<file path="src/rtl/lsu_mem_stage.sv">
// ---------------------------------------------------------------------------
// lsu_mem_stage
//
// Memory-access stage of the RV64 NPC core. Takes the decoded load/store
// controls plus the ALU address and store data, runs one valid/ready
// transaction on an 8-byte data bus, and returns the aligned and
// sign/zero-extended load result. mem_finish tells control the stage may
// retire this cycle.
//
// Optional feature macro: LSU_MISALIGN_CHECK_EN
//   When defined, misaligned accesses skip the bus and report err for one
//   cycle in DONE. When undefined, err is tied to 0 and misaligned accesses
//   simply truncate at the word boundary.
//
// Ports:
//   clk, rst_n          clock, synchronous active-low reset
//   req_valid           instruction present in MEM stage
//   data_ram_en/wen     load / store request (store wins if both set)
//   l_choose            one-hot load type [0]ld [1]lw [2]lwu [3]lh [4]lhu
//                       [5]lb [6]lbu (zero means ld, lowest set bit wins)
//   wmask, wdata, addr  unshifted store mask/data and byte address
//   mem_finish, rdata   retire strobe and extended load result
//   busy                transaction in flight
//   mem_req_*           bus request channel (valid/ready)
//   mem_resp_*          bus response channel (valid/ready)
//   err                 misaligned access flag
// ---------------------------------------------------------------------------
module lsu_mem_stage #(
    parameter int ADDR_W = 32,
    parameter int XLEN   = 64
) (
    input  logic              clk,
    input  logic              rst_n,
    input  logic              req_valid,
    input  logic              data_ram_en,
    input  logic              data_ram_wen,
    input  logic [6:0]        l_choose,
    input  logic [7:0]        wmask,
    input  logic [ADDR_W-1:0] addr,
    input  logic [XLEN-1:0]   wdata,
    output logic              mem_finish,
    output logic [XLEN-1:0]   rdata,
    output logic              busy,
    output logic              mem_req_valid,
    input  logic              mem_req_ready,
    output logic              mem_req_wen,
    output logic [ADDR_W-1:0] mem_req_addr,
    output logic [XLEN-1:0]   mem_req_wdata,
    output logic [7:0]        mem_req_wstrb,
    input  logic              mem_resp_valid,
    input  logic [XLEN-1:0]   mem_resp_rdata,
    output logic              mem_resp_ready,
    output logic              err
);

    typedef enum logic [1:0] {
        S_IDLE,
        S_REQ,
        S_WAIT,
        S_DONE
    } state_t;

    state_t            r_state;
    state_t            w_next;

    logic [ADDR_W-1:0] r_addr;
    logic [XLEN-1:0]   r_wdata;
    logic [7:0]        r_wmask;
    logic [6:0]        r_lchoose;
    logic              r_wen;
    logic [XLEN-1:0]   r_rdata;

    logic              w_start;
    logic              w_misalign;
    logic [5:0]        w_shamt;
    logic [XLEN-1:0]   w_shifted;
    logic [XLEN-1:0]   w_loadVal;

`ifdef LSU_MISALIGN_CHECK_EN
    logic              r_err;
`endif

    assign w_start   = req_valid & (data_ram_en | data_ram_wen);
    assign w_shamt   = {r_addr[2:0], 3'b000};
    assign w_shifted = mem_resp_rdata >> w_shamt;

    // Alignment check on the incoming request. Store size comes from the
    // highest populated group of the mask; load size from the same
    // lowest-bit-wins decode used for extraction.
`ifdef LSU_MISALIGN_CHECK_EN
    always_comb begin
        w_misalign = 1'b0;
        if (data_ram_wen) begin
            if (wmask[7:4] != 4'h0)      w_misalign = (addr[2:0] != 3'b000);
            else if (wmask[3:2] != 2'b0) w_misalign = (addr[1:0] != 2'b00);
            else if (wmask[1])           w_misalign = addr[0];
            else                         w_misalign = 1'b0;
        end else begin
            casez (l_choose)
                7'b0000000,
                7'b??????1: w_misalign = (addr[2:0] != 3'b000);
                7'b?????10,
                7'b????100: w_misalign = (addr[1:0] != 2'b00);
                7'b???1000,
                7'b??10000: w_misalign = addr[0];
                default:    w_misalign = 1'b0;
            endcase
        end
    end
`else
    assign w_misalign = 1'b0;
`endif

    // Load extraction: the response word is shifted down by the byte offset
    // and then extended according to the latched load type. An all-zero
    // type falls into the ld arm.
    always_comb begin
        w_loadVal = w_shifted;
        casez (r_lchoose)
            7'b0000000,
            7'b??????1: w_loadVal = w_shifted;
            7'b?????10: w_loadVal = {{(XLEN-32){w_shifted[31]}}, w_shifted[31:0]};
            7'b????100: w_loadVal = {{(XLEN-32){1'b0}}, w_shifted[31:0]};
            7'b???1000: w_loadVal = {{(XLEN-16){w_shifted[15]}}, w_shifted[15:0]};
            7'b??10000: w_loadVal = {{(XLEN-16){1'b0}}, w_shifted[15:0]};
            7'b?100000: w_loadVal = {{(XLEN-8){w_shifted[7]}}, w_shifted[7:0]};
            default:    w_loadVal = {{(XLEN-8){1'b0}}, w_shifted[7:0]};
        endcase
    end

    // State register.
    always_ff @(posedge clk) begin
        if (!rst_n) r_state <= S_IDLE;
        else        r_state <= w_next;
    end

    // Next-state and handshake outputs. A non-memory instruction finishes
    // combinationally in IDLE so it adds no latency.
    always_comb begin
        w_next         = r_state;
        mem_finish     = 1'b0;
        mem_req_valid  = 1'b0;
        mem_resp_ready = 1'b0;
        case (r_state)
            S_IDLE: begin
                if (w_start) begin
                    w_next = w_misalign ? S_DONE : S_REQ;
                end else if (req_valid) begin
                    mem_finish = 1'b1;
                end
            end
            S_REQ: begin
                mem_req_valid = 1'b1;
                if (mem_req_ready) w_next = S_WAIT;
            end
            S_WAIT: begin
                mem_resp_ready = 1'b1;
                if (mem_resp_valid) w_next = S_DONE;
            end
            S_DONE: begin
                mem_finish = 1'b1;
                w_next     = S_IDLE;
            end
            default: w_next = S_IDLE;
        endcase
    end

    // Request fields are latched on acceptance in IDLE and held until the
    // next request, so they stay stable for the whole REQ phase. The result
    // register is written when the response is taken; stores read back 0.
    always_ff @(posedge clk) begin
        if (!rst_n) begin
            r_addr    <= '0;
            r_wdata   <= '0;
            r_wmask   <= '0;
            r_lchoose <= '0;
            r_wen     <= 1'b0;
            r_rdata   <= '0;
`ifdef LSU_MISALIGN_CHECK_EN
            r_err     <= 1'b0;
`endif
        end else begin
            case (r_state)
                S_IDLE: begin
                    if (w_start) begin
                        r_addr    <= addr;
                        r_wdata   <= wdata;
                        r_wmask   <= wmask;
                        r_lchoose <= l_choose;
                        r_wen     <= data_ram_wen;
`ifdef LSU_MISALIGN_CHECK_EN
                        if (w_misalign) begin
                            r_err   <= 1'b1;
                            r_rdata <= '0;
                        end
`endif
                    end
                end
                S_WAIT: begin
                    if (mem_resp_valid) r_rdata <= r_wen ? '0 : w_loadVal;
                end
                S_DONE: begin
`ifdef LSU_MISALIGN_CHECK_EN
                    r_err <= 1'b0;
`endif
                end
                default: ;
            endcase
        end
    end

    assign busy          = (r_state != S_IDLE);
    assign rdata         = r_rdata;
    assign mem_req_wen   = r_wen;
    assign mem_req_addr  = {r_addr[ADDR_W-1:3], 3'b000};
    assign mem_req_wdata = r_wdata << w_shamt;
    assign mem_req_wstrb = r_wen ? (r_wmask << r_addr[2:0]) : 8'h00;

`ifdef LSU_MISALIGN_CHECK_EN
    assign err = r_err & (r_state == S_DONE);
`else
    assign err = 1'b0;
`endif

endmodule

</file>
<file path="config.mk">
export PLATFORM = sky130hd
export DESIGN_NAME = lsu_mem_stage
export DESIGN_NICKNAME = d
export VERILOG_FILES = /design/src/rtl/lsu_mem_stage.sv
export SDC_FILE = /design/constraint.sdc
export NUM_CORES = 1
export LEC_CHECK = 0
export ABC_AREA = 1
export BUFFER_PORTS_ARGS = -buffer_cell sky130_fd_sc_hd__buf_2
export CORE_ASPECT_RATIO = 1.2
export CORE_MARGIN = 2
export CORE_UTILIZATION = 30
export DETAILED_ROUTE_END_ITERATION = 6
export GPL_TIMING_DRIVEN = 0
export PLACE_DENSITY = 0.53
export SYNTH_ARGS = -nofsm -noshare
export SYNTH_HDL_FRONTEND = slang
export SYNTH_SLANG_ARGS = --single-unit
export TNS_END_PERCENT = 100
</file>
<file path="constraint.sdc">
create_clock -name clk -period 1.85 [get_ports clk]
set_input_delay 0.0925 -clock clk [delete_from_list [all_inputs] [get_ports clk]]
set_output_delay 0.0925 -clock clk [all_outputs]
set_load 0.005 [all_outputs]
</file>
# After elaboration in Yosys (flattened, before gate mapping)
# Cells that the tools add are included.
# totals
regBits,178
input_bits,182
output_inout_bits,174
# op_classes
eq_ne,11
shift,3
muxes,12
bitwise,2
n_reduce_logical,7
# ops
cell,n
64-bit one-hot mux with 6 select lines,1
64-bit two-way mux,1
64-bit by 6-bit << shifter with 64-bit output,1
64-bit by 6-bit right shift with 64-bit output,1
8-bit two-way mux,1
2-bit one-hot mux with 4 select lines,1
8-bit by 3-bit << shifter with 8-bit output,1
7-bit logical NOT,1
"2-bit == test, second input constant",3
"6-bit == test, second input constant",1
2-bit two-way mux,3
"2-bit != test, second input constant",3
"5-bit == test, second input constant",1
"4-bit == test, second input constant",1
1-bit two-way mux,4
2-bit AND reduction,2
"3-bit == test, second input constant",1
3-bit AND reduction,1
"2-bit by 1-bit == test with 1-bit output, second input constant",1
2-bit logical NOT,1
1-bit one-hot mux with 2 select lines,1
2-bit nonzero test,1
2-bit OR reduction,1
1-bit bitwise AND,1
1-bit OR,1

# Logic depth before layout (Yosys ltp)
# Gate-level depths: netlist (run 1).
# logic_depth
ltp_word,4
ltp_mapped,12
mapped_depth_nobuf,10

# Least setup slack after synthesis (run 1)
# Ideal clock, no wire load.
# synth_path
path_kind,flip-flop to flip-flop
start,register r_state[0]
end,"register r_rdata[37], in the netlist rdata[37]"
setup_ns,0.071
arrival_time_ns,1.559
required_ns,1.779
slack_ns,0.220
path_stages_with_launch,10
path_cell_list,dfxtp_1 > inv_1 > ha_1 > nand2_1 > nor2_2 > o21a_1 > buf_4 > buf_4 > o21ai_2 > a21oi_2
# synth_via
elab_chain_len,2
# synth_rtl
element,line_no,rtl
"start, declared",63,state_t r_state;
"start signal, assigned",134,else r_state <= w_next;
2-bit == test,183,case (r_state)
2-bit AND reduction (no line),-,
"end signal, assigned",200,if (mem_resp_valid) r_rdata <= r_wen ? '0 : w_loadVal;
"end, declared",71,logic [XLEN-1:0] r_rdata;
# Every way passes these cells.
# A chain may end at the register's enable or synchronous reset.

# Final worst setup path (run 1)
# layout_path
start,register r_addr[0]
end,output mem_req_wdata[48]
# layout_via
elab_chain_len,1
# layout_rtl
element,line_no,rtl
"start, declared",66,logic [ADDR_W-1:0] r_addr;
"start signal, assigned",186,r_addr <= addr;
64-bit by 6-bit << shifter with 64-bit output,216,assign mem_req_wdata = r_wdata << w_shamt;
"end, declared",48,"output logic [XLEN-1:0] mem_req_wdata,"
# Every way passes these cells.

==> flow_summary.toml, run 1 <==
[run_status]
outcome = "finished with violations"
violations = "negative setup slack"

[hold_path]
holdPathStages = 3
hold_start = "addr[2]"
min_to = "r_addr[2]"
hold_path.class = "in -> reg"

[clock_tree]
clock_sinks = 178
root_buffer = "clkbuf_16"
cts-buffers-inserted = 17
htree_levels = 4
clk_latency_ns = 0.49
cts_buffer_depth = 2
clk_pin_slew_ns = 0.08
cts_tree = "built"

[drt]
drtIter0Drc = 1024
drc = 0
vias = 14441
avgRoutedWirePerCell_microns = 21.4
drt_wl_total_microns = 59600
viasPerCell = 5.19
ant_nets = 0
dr.pass1.iters = 6

[synth]
netlist_area_sq_um = 11000
synth_edf_count = 0
yosysWarnings = 0
synth_cell_types = 38
synth_ff_type = "dfxtp_1"
synth_area_per_cell_sq_um = 6.33
ys_ff_latch = 178
seq_area_frac_synth_pct = 32.3
yosys-top-cells-area = "dfxtp_1 32%, nand2_1 17%, nor2_1 10%, o21ai_0 8.3%, nand3_1 8.2%"
netlist.area_leader.share_pct = 32.3
synthCells = 1744
synthArstFlopShare_pct = 0
synth.largest_area_cell = "dfxtp_1"

[finish]
multi_input_area_sq_um = 8460
register_area_sq_um = 3570
final_common_cell = "nand2_1"
final_layout_size_suffix_gt1_share_pct = 43.4
layout_common_cells = "397 x nand2_1, 360 x buf_2, 267 x nor2_1"
n_fill_cell = 3558
fin_cells = 2784
final_nets = 2490
syn2layout_area_growth_pct = 71.2

[floorplanning]
start_util_pct = 30.6
rows = 76
core_area_sq_um = 36000
die_area_sq_um = 38300
die_y_microns = 214
die_x_microns = 179
num_io_pins = 356

[power_and_ir_drop]
comb_power_share_pct = 62.1
leakagePower_nw = 8.81
sw_frac_of_total_pct = 47.3
power_switching_mw = 11.4
vdd_drop_max_mv = 0.706
power_mw = 24.2
p_int_mw = 12.7
cellPowerDensity_nw_per_um2 = 1280
clkPwrFrac_pct = 15.0
power.share.sequential_pct = 22.9

[global_route]
antenna_found_initial = 6
grt_overflow = 0
grt_pass1_vias = 14223
grt_max_degree = 20
track_usage_pct = 30.1
grt_pass1_wl_microns = 85500

[placement]
portBuffers = 351
pre_cts_ws_ns = -0.698
place_congestion = 0.964
hpwl_microns = 44300
dp_cells = 2566

[sta]
min_period_over_period_pct = 116
max_freq_mhz = 466
period_needed_ns = 2.15
worst_slack_ns = -0.297
maxSlewViolCount = 0
rsz0062_at_grt = "true"
hold_viol_final = 0
setup_viol = 72
finClkSkew_ns = 0.0184
tightest_slew_ns = 0.851
tns_ns = -14.32
slew_headroom_pct = 43.3

[run]
maxCapViolCount = 0

[critical_path]
endpoint_kind = "output pin"
worstPathMaxFanout = 6
reg2reg_depth = 11
r2r_start = "r_addr[0]"
crit_type = "reg -> out"
r2r-end = "rdata[46]"
start_kind = "flop"
cp_data_arrival_time_ns = 2.05
crit_required_ns = 1.76
reg2reg_slack_ns = 0.02
[cell type report]
cell class	instances	area share, %
Clock buffer	18	2.33
Tap cell	468	3.10
Antenna cell	3	0.0398
Clock inverter	10	0.557
Inverter	27	0.682
Multi-Input combinational cell	1367	44.8
Timing Repair Buffer	540	20.6
Sequential cell	178	18.9
Buffer	173	8.97
[critical path, stage by stage (launching register included)]
cell and delay (ns):
dfxtp_4 0.41, clkinv_4 0.07, buf_12 0.14, buf_12 0.12, buf_12 0.14, buf_12 0.15
nand2_2 0.06, nand3_2 0.10, nand3_2 0.11, o21ai_2 0.09, buf_2 0.15
[registers in the layout, indices dropped and copies added, names as in the netlist]
register / count
r_state: 2
r_wdata: 64
rdata: 64
r_lchoose: 7
mem_req_wen: 1
r_wmask: 8
r_addr: 32
[cell usage after synthesis, types with 9 or more instances]
| cell type | number |
|---|---|
| inv_1 | 22 |
| a21oi_2 | 30 |
| o21ai_0 | 182 |
| o21ai_2 | 32 |
| mux2i_1 | 26 |
| nor2_1 | 294 |
| a31oi_1 | 9 |
| nand3_1 | 181 |
| buf_1 | 9 |
| clkbuf_1 | 60 |
| nand2_1 | 513 |
| buf_6 | 11 |
| dfxtp_1 | 178 |
| buf_4 | 46 |
| a21oi_1 | 57 |
| buf_2 | 46 |
[worst max-delay path by stage]
stage                        endpoint        from
floorplan                   rdata[37]  r_state[0]
global placement    mem_req_wdata[55]   r_addr[1]
detailed placement  mem_req_wdata[33]   r_addr[2]
CTS                 mem_req_wdata[44]   r_addr[0]
global route        mem_req_wdata[39]   r_addr[0]
finish              mem_req_wdata[48]   r_addr[0]
[metrics by stage]
| step | hold slack (ns) | util (%) | cell area (sq um) |
|---|---|---|---|
| 3_3_place_gp | 0.316 | 37.1 | 13400 |
| 5_1_grt | 0.0237 | 52.4 | 18900 |
| 2_1_floorplan | 0.227 | - | 11000 |
| 6_report | 0.0175 | 52.4 | 18900 |
| 4_1_cts | 0.000284 | 47.9 | 17200 |
| 3_5_place_dp | 0.318 | 37.1 | 13400 |
[cells by family (layout without fill, tap and decap cells)]
logic type      Yosys count  in the layout  synth area share [%]
other cells               1              7                0.0340
buf+inv                 202            768                  10.2
flops                   178            178                  32.3
mux                      26             26                  2.36
fa+ha+maj                 4              4                 0.454
compound gates          328            328                  17.5
simple gates           1005           1005                  37.2
[power by group through the flow]
stage          logic (mW)  clock network [mW]  registers [mW]
2_1_floorplan        6.20                   0            5.06
3_5_place_dp         10.1                   0            5.32
6_report             15.0                3.62            5.54
3_3_place_gp         10.1                   0            5.31
4_1_cts              12.9                3.67            5.37
5_1_grt              16.0                3.83            5.60
[timing repair]
item	CTS	global route
endpoints found under the setup margin	247	241
cloned	11	10
resized for setup	476	344
hold endpoints to repair	110	0
hold buffers	110	0
setup buffers	34	28
pin swaps	73	102
[layer usage]
metal	track usage, %	part of all wire [%]
met3	6.33	7.3
met4	16.5	6.2
met2	51.9	49
met1	34.0	37
met5	0	0.11
Power figures use the tool's default switching activity.
==> run 2: changes to the inputs <==
--- a/config.mk
+++ b/config.mk
@@ -12,7 +12,7 @@
 export CORE_UTILIZATION = 30
 export DETAILED_ROUTE_END_ITERATION = 6
 export GPL_TIMING_DRIVEN = 0
-export PLACE_DENSITY = 0.53
+export PLACE_DENSITY = 0.52
 export SYNTH_ARGS = -nofsm -noshare
 export SYNTH_HDL_FRONTEND = slang
 export SYNTH_SLANG_ARGS = --single-unit
==> run 2 against run 1 <==
The run still ends with negative setup slack left. Worst hold slack got worse by 0.0022 ns. First-iteration DRC count is 3.8% lower. Largest cell class unchanged. Design area fell by 0.96%. Critical path type unchanged.
==> flow_summary.toml, run 2 (synthesis gave the netlist of run 1 again) <==
[clock_tree]
htree_levels = 4
root_buffer = "clkbuf_16"
clk_latency_ns = 0.47
cts_tree = "built"
clock_sinks = 178
clk_pin_slew_ns = 0.08
cts_buffer_depth = 2
cts-buffers-inserted = 17

[drt]
dr.pass1.iters = 6
topRoutingLayerUsed = "met5"
ant_nets = 0
drc = 0
wl_met3_microns = 4060
dr_wl_met2_microns = 29500
viasPerCell = 5.11
wl_met1_microns = 22400
avgRoutedWirePerCell_microns = 21.2
drtIter0Drc = 985
drt_wl_total_microns = 58600
vias = 14125

[placement]
pre_cts_ws_ns = -0.589
dp_cells = 2566
hpwl_microns = 43800
place_congestion = 0.984
portBuffers = 351

[critical_path]
r2r_start = "r_addr[0]"
endpoint_kind = "output pin"
r2r-end = "rdata[27]"
worstPathMaxFanout = 7
reg2reg_slack_ns = -0.11
crit_end = "mem_req_wstrb[6]"
reg2reg_depth = 13
crit_required_ns = 1.76
start_kind = "flop"
cp_data_arrival_time_ns = 2.04
critPathLaunch = "r_addr[0]"
crit_type = "reg -> out"

[floorplanning]
die_area_sq_um = 38300
rows = 76
core_area_sq_um = 36000
die_y_microns = 214
num_io_pins = 356
start_util_pct = 30.6
die_x_microns = 179

[sta]
tightest_slew_ns = 0.843
slew_headroom_pct = 43.8
worst_slack_ns = -0.283
max_freq_mhz = 469
tns_ns = -15.07
min_period_over_period_pct = 115
finClkSkew_ns = 0.0170
rsz0062_at_grt = "true"
setup_viol = 121
hold_viol_final = 0
maxSlewViolCount = 0
period_needed_ns = 2.13

[finish]
fin_cells = 2766
final_common_cell = "nand2_1"
final_layout_size_suffix_gt1_share_pct = 42.7
n_fill_cell = 3596
layout_common_cells = "414 x nand2_1, 361 x buf_2, 268 x nor2_1"
syn2layout_area_growth_pct = 69.5
final_nets = 2469

[run_status]
violations = "negative setup slack"
outcome = "finished with violations"

[power_and_ir_drop]
power.share.sequential_pct = 22.7
leakagePower_nw = 8.73
clkPwrFrac_pct = 17.1
sw_frac_of_total_pct = 46.9
power_switching_mw = 11.4
vdd_drop_max_mv = 0.629
cellPowerDensity_nw_per_um2 = 1300
p_int_mw = 12.9
comb_power_share_pct = 60.1

[global_route]
antenna_found_initial = 1
track_usage_pct = 29.5
grt_pass1_vias = 13861
grt_overflow = 0
grt_pass1_wl_microns = 83600
grt_max_degree = 18

[run]
maxCapViolCount = 0

[hold_path]
hold_path.class = "in -> reg"
==> run 2: worst min path at each step <==
stage | startpoint | to | cells after the start
6_report | addr[0] | r_addr[0] | 3
2_1_floorplan | wdata[10] | r_wdata[10] | 2
4_1_cts | addr[0] | r_addr[0] | 3
5_1_grt | addr[1] | r_addr[1] | 3
3_3_place_gp | addr[26] | r_addr[26] | 3
3_5_place_dp | wdata[5] | r_wdata[5] | 3
==> run 2: power by group through the flow <==
stage / combinational [mW] / clock, mW / sequential (mW)
2_1_floorplan: 6.20 / 0 / 5.06
3_3_place_gp: 10.1 / 0 / 5.33
3_5_place_dp: 10.1 / 0 / 5.33
4_1_cts: 12.8 / 4.22 / 5.40
5_1_grt: 15.6 / 4.38 / 5.58
6_report: 14.6 / 4.17 / 5.52
==> run 2: worst max-delay path, stage by stage, from the launching register on <==
cell and delay, ns:
dfxtp_4 0.39, buf_12 0.16, buf_12 0.14, buf_6 0.13
nand2_4 0.07, o21ai_4 0.06, nor2_2 0.14, a31oi_4 0.06
o22ai_2 0.25, buf_2 0.17
==> run 2: metrics by stage <==
step / power, mW / cell area [sq um] / hold slack [ns] / utilization, %
after floorplan: 11.3 / 11000 / 0.227 / -
after CTS: 22.4 / 17300 / 0.00157 / 48.0
after global placement: 15.4 / 13400 / 0.317 / 37.1
after detailed placement: 15.4 / 13400 / 0.321 / 37.1
after global routing: 25.5 / 18700 / 0.0287 / 51.9
final: 24.3 / 18700 / 0.0153 / 51.9
==> run 2: what timing repair did <==
item | CTS | global route
setup endpoints to repair | 247 | 235
buffers inserted | 31 | 16
gates resized for setup | 480 | 293
hold endpoints to repair | 110 | 0
hold buffers | 110 | 0
cloned | 9 | 8
pin swaps | 73 | 102
==> run 2: layer usage <==
metal	vias to the layer above	track usage, %
met5	-	0
met4	2	13.4
met3	124	4.95
met2	631	51.7
met1	6574	34.6
li1	6794	-
==> run 2: area by class of cell <==
class                           count  area (sq um)  share of cell area, %
Antenna cell                        2          5.00                 0.0268
Buffer                            172          1660                   8.88
Clock buffer                       18           439                   2.35
Clock inverter                     14           221                   1.18
Inverter                           27           121                  0.649
Multi-Input combinational cell   1367          8420                   45.0
Sequential cell                   178          3570                   19.1
Tap cell                          468           586                   3.13
Timing Repair Buffer              520          3670                   19.6
==> run 3: changes to the inputs <==
--- a/config.mk
+++ b/config.mk
@@ -5,7 +5,7 @@
 export SDC_FILE = /design/constraint.sdc
 export NUM_CORES = 1
 export LEC_CHECK = 0
-export ABC_AREA = 1
+export ABC_AREA = 0
 export BUFFER_PORTS_ARGS = -buffer_cell sky130_fd_sc_hd__buf_2
 export CORE_ASPECT_RATIO = 1.2
 export CORE_MARGIN = 2
==> run 3 against run 2 <==
The run still ends with negative setup slack left. Design area shrank 0.11%. Maximum frequency shrank 8.5%. Combinational power shrank 34%. Sequential share of layout area is essentially flat. Critical path depth shrank 1. Flip-flop and latch count is the same. Sequential power shrank 10%. Worst hold slack gained 0.022 ns. Synthesized cell count shrank 19%. Global-route usage shrank 2.1 points. Die area shrank 0.19%. Critical endpoint is now mem_req_wdata[49]. Highest routed layer is now met4.
==> flow_summary.toml, run 3 <==
[synth]
synth_cell_types = 58
yosysWarnings = 0
muxShareOfSynthArea_pct = 16.6
synth_xor_area_share_pct = 0
yosys-top-cells-area = "dfxtp_1 32%, mux2i_1 11%, nand2_1 9.5%, a21oi_1 9.3%, o21ai_0 3.7%"
synth_top_family_by_area = "compound AO/OA/AOI/OAI gates"
yosysMostFrequentCell = "nand2_1"
synthCells = 1405
synthArstFlopShare_pct = 0
seq_area_frac_synth_pct = 32.4
synth_area_per_cell_sq_um = 7.84
synth_edf_count = 0
synth_ff_type = "dfxtp_1"
synth_adder_area_share_pct = 0.454
netlist_area_sq_um = 11000
ys_ff_latch = 178
netlist.area_leader.share_pct = 32.4
ys_top_cells_by_count = "278 x nand2_1, 204 x a21oi_1, 178 x dfxtp_1, 117 x mux2i_1, 82 x o21ai_0"
synth.largest_area_cell = "dfxtp_1"
synth_simple_gate_area_share_pct = 18.6
synth_compound_area_share_pct = 24.2

[global_route]
grt_max_degree = 17
grt_overflow = 0
grt_pass1_wl_microns = 77000
antenna_found_initial = 7
grt_pass1_vias = 12788
track_usage_pct = 27.4

[floorplanning]
num_io_pins = 356
die_y_microns = 214
core_area_sq_um = 36000
die_x_microns = 179
start_util_pct = 30.6
rows = 76
die_area_sq_um = 38300

[drt]
dr.pass1.iters = 5
drtIter0Drc = 1082
ant_nets = 0
drt_wl_total_microns = 55600
vias = 13329
viasPerCell = 5.35
drc = 0
avgRoutedWirePerCell_microns = 22.3

[finish]
final_nets = 2187
final_common_cell = "buf_2"
fin_area_sq_um = 18700
syn2layout_area_growth_pct = 69.7
fin_util_pct = 51.8
layout_common_cells = "349 x buf_2, 271 x nand2_1, 179 x a21oi_1"
final_layout_size_suffix_gt1_share_pct = 44.1
n_fill_cell = 3373

[hold_path]
min_to = "rdata[58]"
hold_path.class = "in -> reg"
hold_start = "mem_resp_rdata[58]"
holdPathStages = 3

[power_and_ir_drop]
vdd_drop_max_mv = 0.698
cellPowerDensity_nw_per_um2 = 975
leakagePower_nw = 7.62
power_mw = 18.2

[sta]
worst_slack_ns = -0.480
max_freq_mhz = 429
hold_viol_final = 0
finClkSkew_ns = 0.0137
slew_headroom_pct = 47.4
maxSlewViolCount = 0
min_period_over_period_pct = 126
tns_ns = -35.45
rsz0062_at_grt = "true"
tightest_slew_ns = 0.789
setup_viol = 121
period_needed_ns = 2.33

[critical_path]
endpoint_kind = "output pin"
reg2reg_slack_ns = -0.35
path_common_cell = "buf_12"
cp_data_arrival_time_ns = 2.24
crit_chain = "buf_8, buf_12, buf_12, buf_12, mux2_4, o211ai_1, o21ai_1, buf_2"
worstPathMaxFanout = 7
crit_family = "buffers and inverters"
slowest_stage = "dfxtp_2"
reg2reg_depth = 9
crit_type = "reg -> out"
crit_required_ns = 1.76
start_kind = "flop"
crit_buf_inv = 5
r2r_start = "r_addr[1]"
r2r-end = "rdata[48]"
cpPeakStageDelay_ns = 0.34

[placement]
place_area_sq_um = 13400
place_congestion = 0.945
portBuffers = 351
hpwl_microns = 40300

[run_status]
violations = "negative setup slack"
outcome = "finished with violations"

[clock_tree]
htree_levels = 4
cts_buffer_depth = 2
clock_sinks = 178
cts-buffers-inserted = 17
cts_tree = "built"
clk_latency_ns = 0.47
clk_pin_slew_ns = 0.07
root_buffer = "clkbuf_16"

[run]
maxCapViolCount = 0
[run 3: report_power, final]
part	internal, mW	leakage, nW	switching, mW
Combinational	4.63	5.90	5.00
Sequential	4.30	1.45	0.671
Clock	1.87	0.269	1.73
Total	10.8	7.62	7.40
[run 3: worst register-to-register path, cell delays in order (launching register included)]
cell       delay, ns
dfxtp_2         0.36
buf_8           0.12
buf_4           0.15
mux2_2          0.35
o22a_1          0.23
and3_4          0.20
nor3_4          0.19
buf_12          0.16
bufbuf_16       0.27
a21oi_1         0.05
[run 3: worst max path at each step]
| stage | start | to | slack (ns) | depth (start not counted) |
|---|---|---|---|---|
| after detailed placement | r_state[0] | r_addr[0] | -0.82 | 8 |
| after CTS | r_addr[1] | mem_req_wdata[55] | -0.45 | 8 |
| after floorplan | r_addr[2] | rdata[63] | 0.001 | 7 |
| after global routing | r_addr[1] | mem_req_wdata[55] | -0.52 | 8 |
| final | r_addr[1] | mem_req_wdata[49] | -0.48 | 8 |
| after global placement | r_addr[0] | rdata[61] | -0.93 | 6 |
[run 3: metrics by stage]
step           worst slack [ns]  std cells  hold slack, ns
2_1_floorplan           0.00109       1408           0.228
3_3_place_gp             -0.925       2227           0.343
3_5_place_dp             -0.816       2227           0.342
4_1_cts                  -0.449       2430         0.00396
5_1_grt                  -0.519       2489          0.0528
6_report                 -0.480       2490          0.0376
[run 3: cells by family (layout without fill, tap and decap cells)]
family	Yosys count	count (layout)
AOI/OAI and AO/OA	437	437
adders and majority gates	4	4
DFF	178	178
other	1	12
buffers and inverters	164	770
and+or+nand+nor	457	457
muxes	164	164
[run 3: timing repair]
item | in CTS | in global routing
endpoints found under the hold margin | 115 | 0
setup endpoints to repair | 237 | 246
gates cloned | 8 | 8
gates resized for setup | 388 | 246
hold buffers | 116 | 0
pin swaps | 29 | 47
buffers inserted | 47 | 47
[run 3: final cells by class]
class | instances | area [sq um] | area share [%]
Multi-Input combinational cell | 1066 | 8020 | 42.9
Timing Repair Buffer | 575 | 4240 | 22.7
Sequential cell | 178 | 3570 | 19.1
Buffer | 155 | 1650 | 8.83
Tap cell | 468 | 586 | 3.13
Clock buffer | 19 | 433 | 2.32
Clock inverter | 13 | 129 | 0.690
Inverter | 8 | 30.0 | 0.161
Antenna cell | 8 | 20.0 | 0.107
[run 3: metal layers]
layer / GRT usage, % / share of wire [%]
met3: 5.05 / 6.9
met4: 13.3 / 4.4
met2: 47.8 / 50
met1: 32.0 / 39
met5: 0 / 0
